File: config.mk
export PLATFORM = sky130hd
export DESIGN_NAME = cpu_memory_stage
export DESIGN_NICKNAME = d
export VERILOG_FILES = /design/src/rtl/cpu_pkg.sv /design/src/rtl/cpu_memory_lane.sv /design/src/rtl/cpu_memory_stage.sv
export SDC_FILE = /design/constraint.sdc
export NUM_CORES = 1
export LEC_CHECK = 0
export BUFFER_PORTS_ARGS = -buffer_cell sky130_fd_sc_hd__buf_2
export CORE_MARGIN = 10
export CORE_UTILIZATION = 32
export CTS_CLUSTER_DIAMETER = 50
export DETAILED_ROUTE_END_ITERATION = 8
export GPL_TIMING_DRIVEN = 0
export PLACE_DENSITY = 0.52
export SYNTH_ARGS = -nofsm -noshare
export SYNTH_HDL_FRONTEND = slang
export SYNTH_SLANG_ARGS = --single-unit
File: constraint.sdc
create_clock -name i_clock -period 3.8 [get_ports i_clock]
set_input_delay 0.76 -clock i_clock [delete_from_list [all_inputs] [get_ports i_clock]]
set_output_delay 0.76 -clock i_clock [all_outputs]
set_load 0.03 [all_outputs]
File: src/rtl/cpu_pkg.sv
// rtl/cpu_pkg.sv - shared types for the execute/memory/writeback pipeline words
package cpu_pkg;

    localparam int WORD_W = 32;

    typedef enum logic [1:0] {
        MEM_BYTE = 2'd0,
        MEM_HALF = 2'd1,
        MEM_WORD = 2'd2
    } mem_width_t;

    typedef enum logic [0:0] {
        ST_IDLE   = 1'b0,
        ST_ACCESS = 1'b1
    } state_t;

    // Execute -> memory word, 110 bits, MSB first.
    typedef struct packed {
        logic              strobe;
        logic [5:0]        rd;
        logic [WORD_W-1:0] rd_value;
        logic [WORD_W-1:0] mem_address;
        logic              mem_read;
        logic              mem_write;
        mem_width_t        mem_width;
        logic              mem_signed;
        logic [WORD_W-1:0] mem_wdata;
        logic [1:0]        reserved;
    } ex_mem_t;

    // Memory -> writeback word, 39 bits.
    typedef struct packed {
        logic              strobe;
        logic [5:0]        rd;
        logic [WORD_W-1:0] rd_value;
    } mem_wb_t;

    function automatic logic is_misaligned(input mem_width_t width, input logic [1:0] offset);
        case (width)
            MEM_BYTE: return 1'b0;
            MEM_HALF: return offset[0];
            default:  return offset != 2'b00;
        endcase
    endfunction

endpackage

File: src/rtl/cpu_memory_lane.sv
// rtl/cpu_memory_lane.sv - combinational store lane shift/mask and load extract/extend
module cpu_memory_lane
    import cpu_pkg::*;
(
    input  mem_width_t        width,
    input  logic [1:0]        offset,
    input  logic              is_signed,
    input  logic [WORD_W-1:0] store_data,
    input  logic [WORD_W-1:0] load_word,
    output logic [WORD_W-1:0] bus_wdata,
    output logic [3:0]        bus_wmask,
    output logic [WORD_W-1:0] load_value
);

    logic [7:0]  sel_byte;
    logic [15:0] sel_half;

    always_comb begin
        sel_byte = load_word[{offset, 3'b000} +: 8];
        sel_half = offset[1] ? load_word[31:16] : load_word[15:0];
        case (width)
            MEM_BYTE: begin
                bus_wdata  = {4{store_data[7:0]}};
                bus_wmask  = 4'b0001 << offset;
                load_value = {{24{is_signed & sel_byte[7]}}, sel_byte};
            end
            MEM_HALF: begin
                bus_wdata  = {2{store_data[15:0]}};
                bus_wmask  = offset[1] ? 4'b1100 : 4'b0011;
                load_value = {{16{is_signed & sel_half[15]}}, sel_half};
            end
            default: begin
                bus_wdata  = store_data;
                bus_wmask  = 4'b1111;
                load_value = load_word;
            end
        endcase
    end

endmodule

File: src/rtl/cpu_memory_stage.sv
// rtl/cpu_memory_stage.sv - memory pipeline stage; CPU_MEMORY_STAGE_MISALIGN_FAULT_EN adds o_fault
module cpu_memory_stage
    import cpu_pkg::*;
#(
    parameter int ADDR_W = 32,
    parameter int XLEN   = 32
) (
    input  logic              i_clock,
    input  logic              i_reset,
    input  logic [109:0]      i_data,
    output logic [38:0]       o_data,
    output logic              o_busy,
`ifdef CPU_MEMORY_STAGE_MISALIGN_FAULT_EN
    output logic              o_fault,
`endif
    output logic              o_bus_request,
    output logic              o_bus_rw,
    output logic [ADDR_W-1:0] o_bus_address,
    output logic [XLEN-1:0]   o_bus_wdata,
    output logic [3:0]        o_bus_wmask,
    input  logic [XLEN-1:0]   i_bus_rdata,
    input  logic              i_bus_ready
);

    ex_mem_t    in_word;
    ex_mem_t    held;
    mem_wb_t    wb;
    state_t     state;
    logic       last_strobe;
    logic       new_instr;
    logic       mem_op;

    mem_width_t        lane_width;
    logic [1:0]        lane_offset;
    logic              lane_signed;
    logic [WORD_W-1:0] lane_store;
    logic [WORD_W-1:0] lane_wdata;
    logic [3:0]        lane_wmask;
    logic [WORD_W-1:0] lane_load;
    logic              unused_bits;

    assign in_word   = i_data;
    assign o_data    = wb;
    assign new_instr = (state == ST_IDLE) && (in_word.strobe != last_strobe);
    assign mem_op    = in_word.mem_read | in_word.mem_write;

    // Stores shape lanes from the incoming word; loads extract using the latched copy.
    assign lane_width  = (state == ST_IDLE) ? in_word.mem_width        : held.mem_width;
    assign lane_offset = (state == ST_IDLE) ? in_word.mem_address[1:0] : held.mem_address[1:0];
    assign lane_signed = (state == ST_IDLE) ? in_word.mem_signed       : held.mem_signed;
    assign lane_store  = (state == ST_IDLE) ? in_word.mem_wdata        : held.mem_wdata;

    assign unused_bits = ^{held.mem_address[WORD_W-1:2], held.mem_read, held.reserved, in_word.reserved};

    cpu_memory_lane u_lane (
        .width      (lane_width),
        .offset     (lane_offset),
        .is_signed  (lane_signed),
        .store_data (lane_store),
        .load_word  (i_bus_rdata),
        .bus_wdata  (lane_wdata),
        .bus_wmask  (lane_wmask),
        .load_value (lane_load)
    );

    always_ff @(posedge i_clock) begin
        if (i_reset) begin
            state         <= ST_IDLE;
            last_strobe   <= 1'b0;
            held          <= '0;
            wb            <= '0;
            o_busy        <= 1'b0;
            o_bus_request <= 1'b0;
            o_bus_rw      <= 1'b0;
            o_bus_address <= '0;
            o_bus_wdata   <= '0;
            o_bus_wmask   <= '0;
`ifdef CPU_MEMORY_STAGE_MISALIGN_FAULT_EN
            o_fault       <= 1'b0;
`endif
        end else begin
`ifdef CPU_MEMORY_STAGE_MISALIGN_FAULT_EN
            o_fault <= 1'b0;
`endif
            case (state)
                ST_IDLE: begin
                    if (new_instr) begin
                        last_strobe <= in_word.strobe;
                        if (!mem_op) begin
                            wb <= '{strobe: in_word.strobe, rd: in_word.rd, rd_value: in_word.rd_value};
                        end
`ifdef CPU_MEMORY_STAGE_MISALIGN_FAULT_EN
                        else if (is_misaligned(in_word.mem_width, in_word.mem_address[1:0])) begin
                            wb      <= '{strobe: in_word.strobe, rd: 6'd0, rd_value: in_word.rd_value};
                            o_fault <= 1'b1;
                        end
`endif
                        else begin
                            held          <= in_word;
                            o_busy        <= 1'b1;
                            o_bus_request <= 1'b1;
                            o_bus_rw      <= in_word.mem_write;
                            o_bus_address <= {in_word.mem_address[ADDR_W-1:2], 2'b00};
                            o_bus_wdata   <= in_word.mem_write ? lane_wdata : '0;
                            o_bus_wmask   <= in_word.mem_write ? lane_wmask : 4'b0000;
                            state         <= ST_ACCESS;
                        end
                    end
                end
                default: begin
                    if (i_bus_ready) begin
                        wb <= '{strobe: held.strobe, rd: held.rd,
                                rd_value: held.mem_write ? held.rd_value : lane_load};
                        o_busy        <= 1'b0;
                        o_bus_request <= 1'b0;
                        o_bus_rw      <= 1'b0;
                        o_bus_address <= '0;
                        o_bus_wdata   <= '0;
                        o_bus_wmask   <= '0;
                        state         <= ST_IDLE;
                    end
                end
            endcase
        end
    end

endmodule

# Yosys cells after proc, flatten, opt, wreduce, memory -nomap -nowiden
# Cells that the tools add are included.
[totals] regBits=156 latch_bits=0 mem_bits_rw=0 rom_bits=0 in_bits=145 out_inout_bits=110 elab_cells=72 mem_count=0
[classes] n_addsub=0 multipliers=0 n_div=0 order_cmp=0 n_eq_ne=4 shift=2 n_mux=37 bitwise_logic=4 n_reduce_logical=8
[ops] operator="$mux W32" n=9
[ops] operator="$mux W39" n=4
[ops] operator="$pmux W32 S2" n=2
[ops] operator="$shiftx A32 B6 Y8" n=1
[ops] operator="$mux W4" n=6
[ops] operator="$mux W16" n=1
[ops] operator="$mux W1" n=12
[ops] operator="$reduce_and A3 Y1" n=3
[ops] operator="$pmux W4 S2" n=1
[ops] operator="$mux W2" n=2
[ops] operator="$ne A2 B2 Y1 const B" n=2
[ops] operator="$reduce_bool A2 Y1" n=2
[ops] operator="$shl A1 B2 Y4 const A" n=1
[ops] operator="$and A1 B1 Y1" n=2
[ops] operator="$eq A2 B1 Y1 const B" n=1
[ops] operator="$logic_not A2 Y1" n=1
[ops] operator="$reduce_and A2 Y1" n=1
[ops] operator="$logic_and A1 B1 Y1" n=1
[ops] operator="$ne A1 B1 Y1" n=1
[ops] operator="$not A1 Y1" n=1
[ops] operator="$or A1 B1 Y1" n=1

# Logic depth before layout (Yosys ltp)
# Gate-level depths: netlist (run 1).
[logic_depth] ltp_word=7 depth_mapped=9 mapped_depth_nobuf=5

# Hierarchy
# Synthesis (run 1) repeated with hierarchy kept, for this count alone.
[hier_totals] cells_unflattened=1154 hier_area_um2=9781.9
[by_module_without_submodules] mod="cpu_memory_stage" instances=1 cells_each=978 area_each_um2=8553.2 seq_area_each_um2=3723.6
[by_module_without_submodules] mod="cpu_memory_lane" instances=1 cells_each=176 area_each_um2=1228.7 seq_area_each_um2=0.0

# Worst setup path after synthesis (run 1)
# Ideal clock, no wire load.
[synth_timing] path_kind="in2reg" start="input i_data[40]" end="register wb, in the netlist o_data[20]" setup_time_ns=0.123 arrival_ns=2.150 t_required_ns=3.677 setup_slack_ns=1.528 path_stages=7 n_path_buf=2 path_cell_list="clkbuf_2 > or3b_1 > a21oi_1 > nor2_1 > a211oi_4 > buf_4 > a21oi_1"
[synth_between] elab_chain_len=7 word_cells_on_any_way=9 cone_classes="shift (1); mux (6); bitwise (2)"
[synth_rtl] element="start, declared" line_no="cpu_memory_stage.sv:10" text="input logic [109:0] i_data,"
[synth_rtl] element="$mux W2 *" line_no="cpu_memory_stage.sv:49" text="assign lane_offset = (state == ST_IDLE) ? in_word.mem_address[1:0] : held.mem_address[1:0];"
[synth_rtl] element="$shiftx A32 B6 Y8 / $mux W16 (equally long branches)" line_no="cpu_memory_lane.sv:19, cpu_memory_lane.sv:20"
[synth_rtl] element="$and A1 B1 Y1 (on tied branches)" line_no="cpu_memory_lane.sv:25, cpu_memory_lane.sv:30"
[synth_rtl] element="$pmux W32 S2 *" line_no="cpu_memory_lane.sv:21" text="case (width)"
[synth_rtl] element="$mux W32 *" line_no="cpu_memory_stage.sv:113" text="rd_value: held.mem_write ? held.rd_value : lane_load};"
[synth_rtl] element="$mux W39 *" line_no="cpu_memory_stage.sv:111" text="if (i_bus_ready) begin"
[synth_rtl] element="$mux W39 *" line_no="cpu_memory_stage.sv:85" text="case (state)"
[synth_rtl] element="end signal, assigned" line_no="cpu_memory_stage.sv:90" text="wb <= '{strobe: in_word.strobe, rd: in_word.rd, rd_value: in_word.rd_value};"
[synth_rtl] element="end signal, assigned" line_no="cpu_memory_stage.sv:112" text="wb <= '{strobe: held.strobe, rd: held.rd,"
[synth_rtl] element="end, declared" line_no="cpu_memory_stage.sv:27" text="mem_wb_t wb;"
# Every way passes the cells marked *; elsewhere a longest branch is shown, timed or not. The select of a mux whose other input is x is not followed.
# A chain may end at the register's enable or synchronous reset.

# Final worst setup path (run 1)
[layout_timing] start="input i_data[109]" end="register wb, in the netlist o_data[27]"
[layout_between] elab_chain_len=4
[layout_rtl] element="$ne A1 B1 Y1" line_no="cpu_memory_stage.sv:44" text="assign new_instr = (state == ST_IDLE) && (in_word.strobe != last_strobe);"
[layout_rtl] element="$logic_and A1 B1 Y1" line_no="cpu_memory_stage.sv:44"
[layout_rtl] element="$reduce_bool A2 Y1 (no line)"
[layout_rtl] element="$reduce_and A3 Y1 (no line)"
# No other way between the ends.

==> results of run 1 <==
[synthesized netlist by cell type, types with 2 or more instances]
library cell / instances
nor4_1: 3
nor3_1: 4
a31oi_1: 16
nand3b_1: 18
mux2i_1: 34
o211ai_1: 8
nor2_1: 104
a311o_1: 16
a222oi_1: 9
buf_4: 8
a22oi_1: 83
a21oi_1: 86
o22ai_1: 2
nand2b_1: 5
a211oi_1: 10
clkbuf_1: 46
mux2i_4: 2
inv_1: 20
and2_1: 5
mux2_2: 9
a31o_2: 5
nand2_1: 143
a21o_1: 2
buf_2: 18
mux2_4: 2
o221ai_1: 5
nor2b_1: 3
o21ai_0: 19
a211o_1: 2
a311oi_1: 5
dfxtp_1: 154
a221oi_1: 9
buf_6: 6
[kinds of logic (layout without fill, tap and decap cells)]
group	Yosys count	count (layout)	synth area share
XOR/XNOR	1	1	0.001190
AO/OA/AOI/OAI	288	288	0.2752
other	1	3	0.0005095
flip-flops	154	154	0.4188
buffers and inverters	100	381	0.06442
AND/OR/NAND/NOR	291	291	0.1678
multiplexers	48	48	0.07207
[worst min path at each step]
stage	from	end	slack, ns
6_report	held[82]	held[82]	0.45
5_1_grt	held[82]	held[82]	0.47
4_1_cts	held[82]	held[82]	0.45
3_5_place_dp	held[82]	held[82]	0.44
3_3_place_gp	held[86]	held[86]	0.44
2_1_floorplan	held[71]	held[71]	0.43
[flip-flops by register name, summed over array words and instances (netlist names)]
name           count
o_bus_wmask        4
held              45
o_bus_address     30
o_bus_request      1
o_bus_rw           1
last_strobe        1
state              1
o_data            39
o_bus_wdata       32
[cells in the final DEF (no fill, tap or decap), types with 3 or more instances in the layout]
| master | Yosys | layout |
|---|---|---|
| a211oi_1 | 10 | 10 |
| a21oi_1 | 86 | 86 |
| a221oi_1 | 9 | 9 |
| a222oi_1 | 9 | 9 |
| a22oi_1 | 83 | 83 |
| a311o_1 | 16 | 16 |
| a311oi_1 | 5 | 5 |
| a31o_2 | 5 | 5 |
| a31oi_1 | 16 | 16 |
| and2_1 | 5 | 5 |
| buf_2 | 18 | 267 |
| buf_4 | 8 | 8 |
| buf_6 | 6 | 6 |
| clkbuf_1 | 46 | 46 |
| clkbuf_16 | 0 | 17 |
| clkinv_2 | 0 | 3 |
| clkinv_4 | 0 | 3 |
| dfxtp_1 | 154 | 154 |
| inv_1 | 20 | 20 |
| inv_6 | 0 | 3 |
| mux2_2 | 9 | 9 |
| mux2i_1 | 34 | 34 |
| nand2_1 | 143 | 143 |
| nand2b_1 | 5 | 5 |
| nand3b_1 | 18 | 18 |
| nor2_1 | 104 | 104 |
| nor2b_1 | 3 | 3 |
| nor3_1 | 4 | 4 |
| nor4_1 | 3 | 3 |
| o211ai_1 | 8 | 8 |
| o21ai_0 | 19 | 19 |
| o221ai_1 | 5 | 5 |
[layer usage]
metal,GRT usage,wire length [µm]
met1,0.2640,13490
met2,0.3289,13930
met3,0.06761,3262
met4,0.05898,575
met5,0,18
[power by group]
group	internal (mW)	switching, mW	total [mW]
clock	1.01	0.751	1.76
sequential	1.75	0.0749	1.82
combinational	0.425	0.842	1.27
[cell type report]
cell class                 count  area, µm²  area share
timing repair buffer         249       1246      0.1303
antenna                        1      2.502   0.0002616
inverter                      21      78.83    0.008241
buffer                        79      395.4     0.04133
clock inverter                13      142.6     0.01491
tap                          285      356.6     0.03728
sequential                   154       3083      0.3223
multi-input combinational    630       3807      0.3980
clock buffer                  19      452.9     0.04735
[worst max-delay path: cells and delay by family]
kind	cells	cell delay [ns]
XOR/XNOR	1	0.37
AND/OR/NAND/NOR	1	0.51
buffers and inverters	2	0.58
AO/OA/AOI/OAI	3	0.60
[stage by stage]
stage	util	std cells	area, µm²	worst slack [ns]
after global routing	0.4224	1450	9563	1.104
after global placement	0.3961	1418	8967	0.8001
after CTS	0.4224	1450	9563	1.286
after floorplan	-	884	7365	1.528
final	0.4225	1451	9565	1.273
after detailed placement	0.3961	1418	8967	0.8396
==> impl_metrics.json, run 1 <==
{
  "die_w_um": 171.7,
  "drt_wl_total_um": 31280,
  "pin_count": 255,
  "cap_violations": 0,
  "slew-limit-headroom": 0.5008,
  "worst_slew_pin_slew_ns": 0.7343,
  "cp-end-kind": "flop",
  "cpPeakStageDelay_ns": 0.51,
  "whs_ns": 0.4509,
  "r2r_slack_ns": 1.34,
  "fin_setup_tns_ns": 0,
  "synth_area_um2": 7361,
  "grt_first_pass_wirelength_um": 46870,
  "vias": 7736,
  "crit_top_cell": "a21oi_1",
  "hold_class": "flop to flop",
  "layout-drive-gt1-share": 0.2936,
  "slew_violations": 0,
  "synthCells": 883,
  "status": "finished, final reports clean",
  "rsz0062_at_grt": "no",
  "grt_pass1_vias": 7750,
  "antenna_found_initial": 2,
  "yosys_warnings": 0,
  "cts_buffers": 17,
  "startpoint": "i_data[109]",
  "wire_per_inst_um": 21.56,
  "viasPerCell": 5.331,
  "finalSetupViolCount": 0,
  "drc": 0,
  "fill_cells": 2355,
  "cts.sink_count": 154,
  "cts_resized": 0,
  "final_antenna_net_count": 0,
  "synth_seq_area_share": 0.4188,
  "cts_hold_repair.buffers": 0,
  "area_growth_pct": 29.95,
  "max_freq_mhz": 395.8,
  "clkLatencyLatePin_ns": 0.43,
  "r2r-end": "o_data[27]",
  "path_clk_slew_ns": 0.06,
  "die_area_um2": 29470,
  "synthTopCellsByArea": "dfxtp_1, a22oi_1, nand2_1, a21oi_1, nor2_1",
  "fin_crit_sh": 0.6649,
  "post-route-min-period_ns": 2.527,
  "synth_top_area_share": 0.4188,
  "hold_depth": 2,
  "hold_viol": 0,
  "cp.arrival_ns": 2.84,
  "power_mw": 4.849,
  "rr_worst_depth": 6,
  "cts_setup_buffers": 0,
  "gr-total-overflow": 0,
  "grt_max_degree": 17,
  "final_nets": 1297,
  "dp_hpwl_um": 24220,
  "coreArea_um2": 22640,
  "worstReg2RegStart": "last_strobe",
  "synth-main-ff-cell": "dfxtp_1",
  "synth_edf_count": 0,
  "fp-row-count": 55,
  "crit_chain": "buf_2, xor2_1, a21oi_1, nor2_1, clkbuf_1, a311o_1, a21oi_1",
  "die_h_um": 171.7,
  "portBuffers": 249,
  "synth_area_leader_cell": "dfxtp_1",
  "syn_area_per_cell_um2": 8.336,
  "drtIter0Drc": 641,
  "power_density_nw_per_um2": 507.0,
  "cp_max_fo": 10,
  "grt_use_total": 0.2078,
  "worstPathRequired_ns": 4.11,
  "cts_tree": "built",
  "cp-endpoint": "o_data[27]",
  "fin_skew_ns": 0.009479,
  "ys_ff_latch": 154,
  "clockBufferDepth": 2,
  "cts-root-buf": "clkbuf_16",
  "cpMaxStageDelayCell": "nor2_1",
  "vdd_ir_drop_max_uv": 296.3,
  "start_util": 0.3251,
  "crit_path_start_kind": "input pin",
  "first_pass_iters": 5,
  "gp_congestion": 0.8938,
  "async_flop_share": 0,
  "worstSetupPathType": "input pin to flop",
  "ys_types": 55,
  "htreeDepth": 4,
  "power.leakage_nw": 4.091
}
Power figures use the tool's default switching activity.
==> run 2: changes to the inputs <==
--- a/config.mk
+++ b/config.mk
@@ -11,7 +11,7 @@
 export CTS_CLUSTER_DIAMETER = 50
 export DETAILED_ROUTE_END_ITERATION = 8
 export GPL_TIMING_DRIVEN = 0
-export PLACE_DENSITY = 0.52
+export PLACE_DENSITY = 0.54
 export SYNTH_ARGS = -nofsm -noshare
 export SYNTH_HDL_FRONTEND = slang
 export SYNTH_SLANG_ARGS = --single-unit
==> constraint.sdc (replaced) <==
create_clock -name i_clock -period 2.2 [get_ports i_clock]
set_input_delay 0.44 -clock i_clock [delete_from_list [all_inputs] [get_ports i_clock]]
set_output_delay 0.44 -clock i_clock [all_outputs]
set_load 0.03 [all_outputs]
==> run 2 against run 1 <==
Non-clock buffer count up 6. Total power up 77%. Design area rose by 1.6%. Sequential share of layout area shrank 0.49 points. Routed wire length rose by 0.63%. Worst hold slack got worse by 0.19 ns. Count of clock-buffer cells in the layout shrank 1. Via count increased by 1.1%. Die area unchanged. Critical path depth shrank 1. Clock skew increased by 0.0012 ns. Clock power increased by 81%. Largest power group is now the clock network.
==> impl_metrics.json, run 2 (same netlist as run 1, synthesis figures left out) <==
{
  "status": "finished, final reports clean",
  "cap_violations": 0,
  "finalSetupViolCount": 0,
  "portBuffers": 249,
  "cts_hold_repair.buffers": 0,
  "vias": 7819,
  "cp_max_fo": 10,
  "vdd_ir_drop_max_uv": 466.6,
  "first_pass_iters": 6,
  "cp-end-kind": "flop",
  "clockBufferDepth": 2,
  "die_h_um": 171.7,
  "gr-total-overflow": 0,
  "worstPathRequired_ns": 2.53,
  "cts.sink_count": 154,
  "largest_register_ffs": 45,
  "die_w_um": 171.7,
  "fp-row-count": 55,
  "register_area_um2": 3084,
  "cp.arrival_ns": 2.41,
  "grt_pass1_vias": 7835,
  "final_cell_mix": "buf_2, dfxtp_1, nand2_1",
  "coreArea_um2": 22640,
  "cts_tree": "built",
  "n_antenna_cell": 0,
  "htreeDepth": 4,
  "drtIter0Drc": 674,
  "fin_skew_ns": 0.01063,
  "pin_count": 255,
  "layout_commonest_cell": "buf_2",
  "viasPerCell": 5.374,
  "worstSetupPathType": "flop to flop",
  "power.leakage_nw": 4.174,
  "slew_violations": 0,
  "clkLatencyLatePin_ns": 0.43,
  "fill_cells": 2347,
  "grt_use_total": 0.2079,
  "crit_path_start_kind": "flop",
  "final_util": 0.4292,
  "slew-limit-headroom": 0.5366,
  "path_clk_slew_ns": 0.07,
  "gp_congestion": 0.9035,
  "cts_buffers": 17,
  "final_antenna_net_count": 0,
  "drt_wl_total_um": 31480,
  "grt_first_pass_wirelength_um": 46990,
  "power_mw": 8.580,
  "largest_register": "held",
  "multi_input_area_um2": 3851,
  "drc": 0,
  "fin_setup_tns_ns": 0,
  "dp_hpwl_um": 24210,
  "fin_crit_sh": 0.9453,
  "worst_slew_pin_slew_ns": 0.6951,
  "cts-root-buf": "clkbuf_16",
  "hold_viol": 0,
  "hold_class": "input pin to flop",
  "post-route-min-period_ns": 2.080,
  "final_nets": 1303,
  "antenna_found_initial": 3,
  "die_area_um2": 29470,
  "grt_max_degree": 17,
  "start_util": 0.3251,
  "area_growth_pct": 32.01,
  "max_freq_mhz": 480.8,
  "power_density_nw_per_um2": 883.0,
  "layout-drive-gt1-share": 0.3120,
  "wire_per_inst_um": 21.63
}
==> run 2: per-stage QoR <==
stage / cells / hold slack (ns) / setup WS, ns / instance area, µm²
floorplan: 884 / 0.4311 / 0.2475 / 7365
global placement: 1418 / 0.4364 / -0.4727 / 8967
detailed placement: 1418 / 0.4425 / -0.4410 / 8967
CTS: 1454 / 0.2406 / 0.004771 / 9664
global route: 1455 / 0.2474 / -0.003350 / 9717
finish: 1455 / 0.2575 / 0.1203 / 9717
==> run 2: per-layer routing <==
layer,track usage,part of all wire,vias up
met5,0,0.0012,-
met3,0.07816,0.11,40
li1,-,-,3743
met1,0.2635,0.43,3662
met2,0.3213,0.44,368
met4,0.06011,0.019,6
==> run 2: repair_timing <==
action	4_1_cts	5_1_grt
pin swaps	2	1
endpoints found under the setup margin	118	110
hold endpoints to repair	0	0
buffers inserted	5	2
gates resized for setup	8	24
==> run 2: worst max-delay path, stage by stage (launching register included) <==
cell and delay, ns:
dfxtp_2 0.36, buf_6 0.16, buf_6 0.15, o32ai_2 0.59, o221ai_1 0.24, a31o_2 0.27, a311oi_1 0.21
==> run 2: path summary, 6_finish.rpt <==
path	startpoint	to	slack, ns	cells after the start
max	state	o_data[3]	0.12	6
min	i_data[54]	o_bus_address[15]	0.26	3
max reg2reg	state	o_data[3]	0.12	6
min reg2reg	held[75]	held[75]	0.45	2
==> run 2: area by class of cell <==
cell class / count / share of cell area
Clock buffer: 18 / 0.04417
Inverter: 21 / 0.008241
Timing Repair Buffer: 256 / 0.1349
Buffer: 78 / 0.04249
Multi-Input combinational cell: 630 / 0.3963
Clock inverter: 13 / 0.01970
Sequential cell: 154 / 0.3174
Tap cell: 285 / 0.03670
==> run 2: power by group <==
| group | total [mW] | internal, mW | switching [mW] | leakage [nW] |
|---|---|---|---|---|
| Clock | 3.18 | 1.91 | 1.27 | 0.293 |
| Sequential | 3.15 | 3.02 | 0.134 | 1.26 |
| Combinational | 2.25 | 0.771 | 1.48 | 2.62 |
==> run 3: changes to the inputs <==
--- a/config.mk
+++ b/config.mk
@@ -9,9 +9,11 @@
 export CORE_MARGIN = 10
 export CORE_UTILIZATION = 32
 export CTS_CLUSTER_DIAMETER = 50
+export CTS_CLUSTER_SIZE = 20
 export DETAILED_ROUTE_END_ITERATION = 8
 export GPL_TIMING_DRIVEN = 0
 export PLACE_DENSITY = 0.54
+export SETUP_SLACK_MARGIN = 0.2
 export SYNTH_ARGS = -nofsm -noshare
 export SYNTH_HDL_FRONTEND = slang
 export SYNTH_SLANG_ARGS = --single-unit
==> run 3 against run 2 <==
Non-clock buffer count rose by 6. Final cell count increased by 0.41%. Maximum frequency is 6.7% higher. Critical endpoint is now o_data[15]. Critical path type unchanged. Utilization is 0.71 points higher. Die area stayed put.
==> impl_metrics.json, run 3 (same netlist as run 1, synthesis figures left out) <==
{
  "status": "finished, final reports clean",
  "power_frac_comb": 0.268,
  "cts.sink_count": 154,
  "dpl_worst_slack_ns": -0.4410,
  "die_area_um2": 29470,
  "cp-end-kind": "flop",
  "hold_viol": 0,
  "wl_met1_um": 13480,
  "finalSetupViolCount": 0,
  "max_freq_mhz": 513.0,
  "wire_per_inst_um": 21.68,
  "cpMaxStageDelayCell": "dfxtp_4",
  "crit_path_start_kind": "flop",
  "vdd_ir_drop_max_uv": 457.8,
  "wl_met3_um": 3607,
  "largest_register": "held",
  "routed.top_layer": "met5",
  "grt_max_degree": 17,
  "cp.arrival_ns": 2.28,
  "htreeDepth": 4,
  "cts_buffers": 17,
  "min_to": "o_bus_address[15]",
  "power_density_nw_per_um2": 875.4,
  "fin_ws_ns": 0.2505,
  "antenna_found_initial": 3,
  "drt_wl_total_um": 31670,
  "power_frac_seq": 0.365,
  "rr_worst_depth": 7,
  "cts_tree": "built",
  "fin_crit_sh": 0.8861,
  "fin_skew_ns": 0.01068,
  "slew_violations": 0,
  "cts_hold_repair.buffers": 0,
  "cpPeakStageDelay_ns": 0.40,
  "fp-row-count": 55,
  "slew-limit-headroom": 0.5373,
  "worstReg2RegStart": "state",
  "pwr-share-clk": 0.367,
  "stdcell_count": 1461,
  "start_util": 0.3251,
  "fill_cells": 2335,
  "vias": 7853,
  "crit_chain": "buf_12, buf_8, mux2_4, o21ai_4, buf_6, a222oi_1, a221oi_1",
  "drtIter0Drc": 716,
  "die_w_um": 171.7,
  "portBuffers": 249,
  "area_growth_pct": 34.20,
  "switching_share": 0.3354,
  "rsz0062_at_grt": "yes",
  "hold_depth": 3,
  "worstPathRequired_ns": 2.53,
  "final_antenna_net_count": 0,
  "layout-drive-gt1-share": 0.3299,
  "gr-total-overflow": 0,
  "grt_first_pass_wirelength_um": 47090,
  "gp_congestion": 0.9035,
  "first_pass_iters": 5,
  "clockBufferDepth": 2,
  "r2r_slack_ns": 0.25,
  "pin_count": 255,
  "final_nets": 1309,
  "dp_hpwl_um": 24210,
  "largest_register_ffs": 45,
  "final_cell_mix": "buf_2, dfxtp_1, nand2_1",
  "cts-root-buf": "clkbuf_16",
  "whs_ns": 0.2568,
  "grt_pass1_vias": 7837,
  "cp_max_fo": 10,
  "switchingPower_mw": 2.900,
  "n_antenna_cell": 0,
  "worst_slew_pin_slew_ns": 0.6940,
  "clkLatencyLatePin_ns": 0.43,
  "wl_met2_um": 13870,
  "grt_use_total": 0.2083,
  "post-route-min-period_ns": 1.949,
  "worstSetupPathType": "flop to flop",
  "p_int_mw": 5.747,
  "viasPerCell": 5.375,
  "coreArea_um2": 22640,
  "layout_commonest_cell": "buf_2",
  "power.leakage_nw": 4.263,
  "cap_violations": 0,
  "hold_class": "input pin to flop",
  "die_h_um": 171.7,
  "dp.cells": 1418,
  "path_clk_slew_ns": 0.07,
  "r2r-end": "o_data[15]",
  "drc": 0,
  "hp-start": "i_data[54]"
}
run 3: cell types whose count changed in the layout (fill, tap and decap cells not counted), sizes merged:
cell	change
buf	+7
clkbuf	-1
clkinv	-1
inv	+1
run 3: power by group through the flow:
stage | clock network, mW | registers (mW) | logic (mW)
floorplan | 0 | 3.49 | 1.11
global placement | 0 | 3.21 | 2.18
detailed placement | 0 | 3.21 | 2.19
CTS | 3.23 | 3.15 | 2.25
global route | 3.35 | 3.18 | 2.50
finish | 3.17 | 3.15 | 2.32
run 3: final cells by class:
cell class | count | area (µm²) | share of cell area
plain buffers | 79 | 478.0 | 0.04839
clock buffers | 18 | 429.2 | 0.04345
clock inverters | 13 | 191.4 | 0.01938
inverters | 21 | 81.33 | 0.008233
multi-input cells | 630 | 3897 | 0.3946
flip-flops and latches | 154 | 3088 | 0.3126
well taps | 285 | 356.6 | 0.03610
repair buffers | 261 | 1356 | 0.1373
run 3: timing repair:
action	CTS	global route
buffers inserted	8	3
cloned	0	1
endpoints found under the hold margin	0	0
gates resized for setup	29	52
pin swaps	5	8
endpoints found under the setup margin	147	117
run 3: stage by stage:
step	instance area, µm²	setup TNS (ns)	utilization	power [mW]
2_1_floorplan	7365	0	-	4.604
3_3_place_gp	8967	-32.40	0.3961	5.385
3_5_place_dp	8967	-30.08	0.3961	5.396
4_1_cts	9743	0	0.4303	8.637
5_1_grt	9878	0	0.4363	9.030
6_report	9878	0	0.4363	8.647
run 3: worst max path at each step:
stage	from	end	slack, ns	cells after the start
3_5_place_dp	i_data[109]	o_data[29]	-0.44	7
3_3_place_gp	i_data[109]	o_data[29]	-0.47	7
4_1_cts	state	o_data[29]	0.16	7
2_1_floorplan	i_data[40]	o_data[20]	0.25	7
5_1_grt	state	o_data[15]	0.18	7
6_report	state	o_data[15]	0.25	7
run 3: critical path: cells and delay by family, from the launching register on:
kind | cells | cell delay (ns)
AO/OA/AOI/OAI | 3 | 0.63
flip-flops | 1 | 0.40
multiplexers | 1 | 0.34
buffers and inverters | 3 | 0.48
run 3: routing by layer:
layer	vias to the layer above	track usage
met3	46	0.07884
li1	3759	-
met5	-	0
met4	6	0.05860
met1	3651	0.2639
met2	391	0.3225
